[src/rtl/quad_enc.sv]
// Quadrature pattern generator: emits a signed number of A/B edges at a
// programmable edge period and tracks the net edge count in position.
module quad_enc #(
  parameter int PERIOD_W = 16,
  parameter int STEPS_W  = 16
) (
  input  logic                       clk,
  input  logic                       reset,
  input  logic                       cmd_valid,
  output logic                       cmd_ready,
  input  logic signed [STEPS_W-1:0]  cmd_steps,
  input  logic        [PERIOD_W-1:0] cmd_period,
  input  logic                       abort,
  output logic                       A,
  output logic                       B,
  output logic                       busy,
  output logic                       done,
  output logic signed [31:0]         position
);

  typedef enum logic {IDLE, RUN} state_t;

  state_t              state_q, state_d;
  logic                a_q, a_d, b_q, b_d;
  logic signed [31:0]  pos_q, pos_d;
  logic [STEPS_W-1:0]  rem_q, rem_d;
  logic [PERIOD_W-1:0] timer_q, timer_d;
  logic [PERIOD_W-1:0] period_q, period_d;
  logic                rev_q, rev_d;
  logic                done_q, done_d;

  logic                accept;
  logic                steps_neg;
  logic [STEPS_W-1:0]  steps_u;
  logic [STEPS_W-1:0]  steps_mag;
  logic [PERIOD_W-1:0] period_eff;
  logic                edge_due;
  logic                done_evt;

  assign accept     = cmd_valid && (state_q == IDLE);
  assign steps_neg  = cmd_steps[STEPS_W-1];
  assign steps_u    = cmd_steps;
  // Unsigned negate keeps the most negative count representable as 2^(STEPS_W-1).
  assign steps_mag  = steps_neg ? -steps_u : steps_u;
  assign period_eff = (cmd_period == '0) ? PERIOD_W'(1) : cmd_period;
  assign edge_due   = (state_q == RUN) && (timer_q == PERIOD_W'(1));

  always_comb begin
    // NOTE: every next-state signal gets a default first so no path leaves
    // it unassigned; otherwise synthesis infers a latch.
    state_d  = state_q;
    a_d      = a_q;
    b_d      = b_q;
    pos_d    = pos_q;
    rem_d    = rem_q;
    timer_d  = timer_q;
    period_d = period_q;
    rev_d    = rev_q;
    done_evt = 1'b0;

    unique case (state_q)
      IDLE: begin
        if (accept) begin
          if (steps_mag == '0) begin
            done_evt = 1'b1;
          end else begin
            state_d  = RUN;
            rem_d    = steps_mag;
            timer_d  = period_eff;
            period_d = period_eff;
            rev_d    = steps_neg;
          end
        end
      end
      RUN: begin
        if (abort) begin
          state_d  = IDLE;
          rem_d    = '0;
          timer_d  = '0;
          done_evt = 1'b1;
        end else if (edge_due) begin
          // Forward walks 00->10->11->01, reverse walks the opposite way.
          if (rev_q) begin
            a_d   = b_q;
            b_d   = ~a_q;
            pos_d = pos_q - 32'sd1;
          end else begin
            a_d   = ~b_q;
            b_d   = a_q;
            pos_d = pos_q + 32'sd1;
          end
          rem_d   = rem_q - STEPS_W'(1);
          timer_d = period_q;
          if (rem_q == STEPS_W'(1)) begin
            state_d  = IDLE;
            timer_d  = '0;
            done_evt = 1'b1;
          end
        end else begin
          timer_d = timer_q - PERIOD_W'(1);
        end
      end
      default: state_d = IDLE;
    endcase

    // A completion landing right after another one is folded into the
    // pulse already showing, so done is never high two cycles running.
    done_d = done_evt && !done_q;
  end

  // NOTE: state registers use non-blocking assignments so every flop samples
  // the pre-edge values regardless of statement order.
  always_ff @(posedge clk or negedge reset) begin
    if (!reset) begin
      state_q  <= IDLE;
      a_q      <= 1'b0;
      b_q      <= 1'b0;
      pos_q    <= '0;
      rem_q    <= '0;
      timer_q  <= '0;
      period_q <= '0;
      rev_q    <= 1'b0;
      done_q   <= 1'b0;
    end else begin
      state_q  <= state_d;
      a_q      <= a_d;
      b_q      <= b_d;
      pos_q    <= pos_d;
      rem_q    <= rem_d;
      timer_q  <= timer_d;
      period_q <= period_d;
      rev_q    <= rev_d;
      done_q   <= done_d;
    end
  end

  assign cmd_ready = (state_q == IDLE);
  assign busy      = (state_q == RUN);
  assign done      = done_q;
  assign A         = a_q;
  assign B         = b_q;
  assign position  = pos_q;

endmodule

[config.mk]
export PLATFORM = sky130hd
export DESIGN_NAME = quad_enc
export DESIGN_NICKNAME = d
export VERILOG_FILES = /design/src/rtl/quad_enc.sv
export SDC_FILE = /design/constraint.sdc
export NUM_CORES = 1
export LEC_CHECK = 0
export ABC_AREA = 1
export BUFFER_PORTS_ARGS = -buffer_cell sky130_fd_sc_hd__buf_4
export CELL_PAD_IN_SITES_DETAIL_PLACEMENT = 1
export CELL_PAD_IN_SITES_GLOBAL_PLACEMENT = 2
export CORE_MARGIN = 8
export CORE_UTILIZATION = 30
export DETAILED_ROUTE_END_ITERATION = 10
export PLACE_DENSITY_LB_ADDON = 0.08
export SLEW_MARGIN = 20
export SYNTH_ARGS = -nofsm -noshare
export SYNTH_HDL_FRONTEND = slang
export SYNTH_SLANG_ARGS = --single-unit
[constraint.sdc]
create_clock -name clk -period 2.53 [get_ports clk]
set_clock_uncertainty 0.05 [all_clocks]
set_input_delay 0.1265 -clock clk [delete_from_list [all_inputs] [get_ports clk]]
set_output_delay 0.1265 -clock clk [all_outputs]
set_load 0.01 [all_outputs]
==> flow_summary_export.csv <==
group,metric,value,unit
global_routing,grt_pass1_wl,40200,um
floorplan,rows,55,
critical_path,cp_cell_sequence,"buf_12 -> ha_1 -> nand2_1 -> o21ai_0 -> inv_1 -> o21ai_0 -> a21oi_1 -> nand3_1 -> nand2_1 -> nand2_1 -> nand2_1",
critical_path,r2r_end,"position[31]",
timing,max_freq,0.417,GHz
layout,syn_to_final_growth,25.5,%
route,drc,0,
route,drtIter0Drc,300,
flow_run,drv_cap,0,
timing,hold_viol,0,
global_routing,gr-total-overflow,0,
critical_path,arrival,2.61,ns
layout,final_cells,1474,
logic_synthesis,synthFlopType,"dfrtp_1",
logic_synthesis,synthesis.area,6950,sq um
min_path,whs_path_depth,3,
logic_synthesis,synth_nets,1130,
logic_synthesis,synthCells,1058,
min_path,min_to,"period_q[13]",
floorplan,die_h,168,um
power_and_ir_drop,power.density,637,nW/um^2
place,gp_congestion,0.799,
critical_path,rr_worst_depth,11,
global_routing,antenna_found_initial,0,
critical_path,crit_type,"reg -> reg",
timing,finalSetupViolCount,0,
timing,max_slew_margin,0.635,
logic_synthesis,syn_area_per_cell,6.57,sq um
power_and_ir_drop,ir_worst_vdd,0.000279,V
place,io_buffers,72,
logic_synthesis,yosysSeqAreaShare,0.306,
route,firstDrtPassIters,7,
logic_synthesis,synth_edf_count,0,
clock_network,clock_path_buffers,2,
route,num_vias,7251,
route,ant_nets,0,
critical_path,cpMostUsedCell,"nand2_1",
critical_path,cp-end-kind,"flop",
critical_path,r2r_slack,0.13,ns
layout,final_core_util,0.384,
timing,worst_slew_pin_slew,0.542,ns
critical_path,r2r_start,"rev_q",
clock_network,htreeDepth,3,
timing,fin_crit,2.40,ns
logic_synthesis,yosysWarnings,0,
outcome,outcome,"finished, final reports clean",
critical_path,slowest_stage,"dfrtp_4",
min_path,min_from,"cmd_period[13]",
route,via_per_inst,4.92,
logic_synthesis,yosysUniqueCellTypes,45,
clock_network,cts_tree,"yes",
clock_network,cts_buffers,9,
timing,fin_crit_sh,0.949,
route,wire_per_inst,16.5,um
global_routing,grtUsageTotal,0.174,
layout,n_antenna_cell,0,
critical_path,required,2.74,ns
global_routing,grt_max_degree,55,
place,hpwl,18700,um
floorplan,core_area,22700,sq um
route,wl,24300,um
floorplan,start_util,0.306,
logic_synthesis,async_flop_share,1.00,
timing,drv_slew,0,
clock_network,cts_sinks,85,
critical_path,startpoint,"rev_q",
floorplan,ios,73,
place,dp_cells,1439,
clock_network,path_clk_slew,0.07,ns
critical_path,crit_fanout,20,
floorplan,design.die.area,28300,sq um
global_routing,grt_pass1_vias,7791,
layout,nNetsFinal,1256,
clock_network,clockRootBuffer,"clkbuf_16",
layout,stdcell_area,8730,sq um
clock_network,worst_skew_pair.late_latency,0.37,ns
power_and_ir_drop,leakage,4.43,nW
min_path,hold_path_class,"in -> reg",
critical_path,start_kind,"flop",
floorplan,die_x,168,um
timing,rsz0062_at_grt,"true",
power_and_ir_drop,p_total,5.56,mW
layout,drive_gt1_frac,0.164,
place,dpl-instance-area,8140,sq um
critical_path,critPathMaxStageDelay,0.51,ns
logic_synthesis,synth_seq_cells,85,
[registers in the layout (all words and copies together) (netlist names)]
signal	count
done	1
A	1
position	32
rev_q	1
timer_q	16
B	1
period_q	16
rem_q	16
busy	1
[area by class of cell]
type	count	area, sq um
Fill cell	2926	14000
Multi-Input combinational cell	834	4380
Sequential cell	85	2130
Timing Repair Buffer	141	1140
Inverter	113	427
Tap cell	285	357
Clock buffer	9	225
Clock inverter	7	63.8
[power breakdown]
| group | internal (mW) | total, mW | switching [mW] |
|---|---|---|---|
| logic | 0.984 | 2.43 | 1.45 |
| clock network | 0.692 | 1.37 | 0.683 |
| registers | 1.56 | 1.75 | 0.194 |
| total | 3.24 | 5.56 | 2.32 |
[worst max-delay path by stage]
| stage | endpoint | slack (ns) | cells past startpoint |
|---|---|---|---|
| after floorplan | position[30] | 0.04 | 13 |
| after global placement | position[31] | -0.06 | 12 |
| after detailed placement | position[31] | -0.13 | 13 |
| after CTS | position[27] | 0.02 | 13 |
| after global routing | timer_q[15] | -0.02 | 12 |
| final | position[31] | 0.13 | 11 |
[Yosys cell counts, types with 3 or more instances]
cell	count	area share
buf_2	6	0.0043
nand2_1	334	0.18
o21bai_1	3	0.0032
inv_1	107	0.058
nor3_1	17	0.012
inv_2	6	0.0032
o21ai_1	16	0.012
xnor2_1	13	0.016
xor2_1	16	0.020
nor4_1	9	0.0081
nand3b_1	8	0.0086
o21ai_0	72	0.052
buf_4	3	0.0032
clkbuf_1	13	0.0070
nand3_1	71	0.051
buf_6	3	0.0049
ha_1	35	0.063
o211ai_1	9	0.0097
dfrtp_1	85	0.31
nand4_1	25	0.022
a21o_1	5	0.0054
a21oi_1	50	0.036
o22ai_1	11	0.0099
or2_2	4	0.0036
a31oi_1	4	0.0036
nor2_1	102	0.055
nand2_2	3	0.0027
[worst max-delay path, delay by kind of cell, from the launching register on]
family                     cells  cell delay (ns)
and+or+nand+nor                5             0.40
AOI/OAI and AO/OA              3             0.73
DFF                            1             0.51
buffers and inverters          2             0.26
adders and majority gates      1             0.36
[per-stage QoR]
step / TNS [ns] / setup slack [ns] / hold slack [ns]
floorplan: 0 / 0.0352 / -0.219
global placement: -0.0792 / -0.0644 / 0.0875
detailed placement: -0.270 / -0.131 / 0.0994
CTS: 0 / 0.0224 / 0.0221
global route: -0.0434 / -0.0241 / 0.0515
finish: 0 / 0.130 / 0.0336
[kinds of logic after synthesis]
family	count (synthesis)	synth area share
adders and majority gates	36	0.0659
buffers and inverters	139	0.0810
AOI/OAI and AO/OA	183	0.146
xor gates and xnor gates	29	0.0365
DFF	85	0.306
and+or+nand+nor	586	0.364
[routing by layer]
| metal | GRT usage | vias to the layer above | wire (um) |
|---|---|---|---|
| met3 | 0.0241 | 12 | 561 |
| met1 | 0.227 | 3407 | 11900 |
| met2 | 0.297 | 77 | 11600 |
| met5 | 0 | - | 0 |
| li1 | - | 3755 | - |
| met4 | 0.0470 | 0 | 191 |
[cells in the final DEF, fill, tap and decap left out, types with 8 or more instances in the layout]
cell type	instances
dfrtp_1	84
nand3_1	70
ha_1	29
nor4_1	8
nor2_1	100
xnor2_1	13
o22ai_1	11
nor3_1	16
xor2_1	16
nand4_1	25
buf_4	123
inv_1	106
o21ai_0	67
nand2_2	8
o21ai_1	18
nand2_1	329
a21oi_1	44
clkbuf_16	9
nand3b_1	8
o211ai_1	9
dlygate4sd3_1	14
[what timing repair did]
item                                   in CTS  in global routing
hold buffers                               14                  0
endpoints found under the hold margin      50                  0
setup endpoints to repair                   4                 20
pin swaps                                   0                  1
resized for setup                           2                 36
buffers inserted                            0                  5
(Power assumes the default switching activity.)
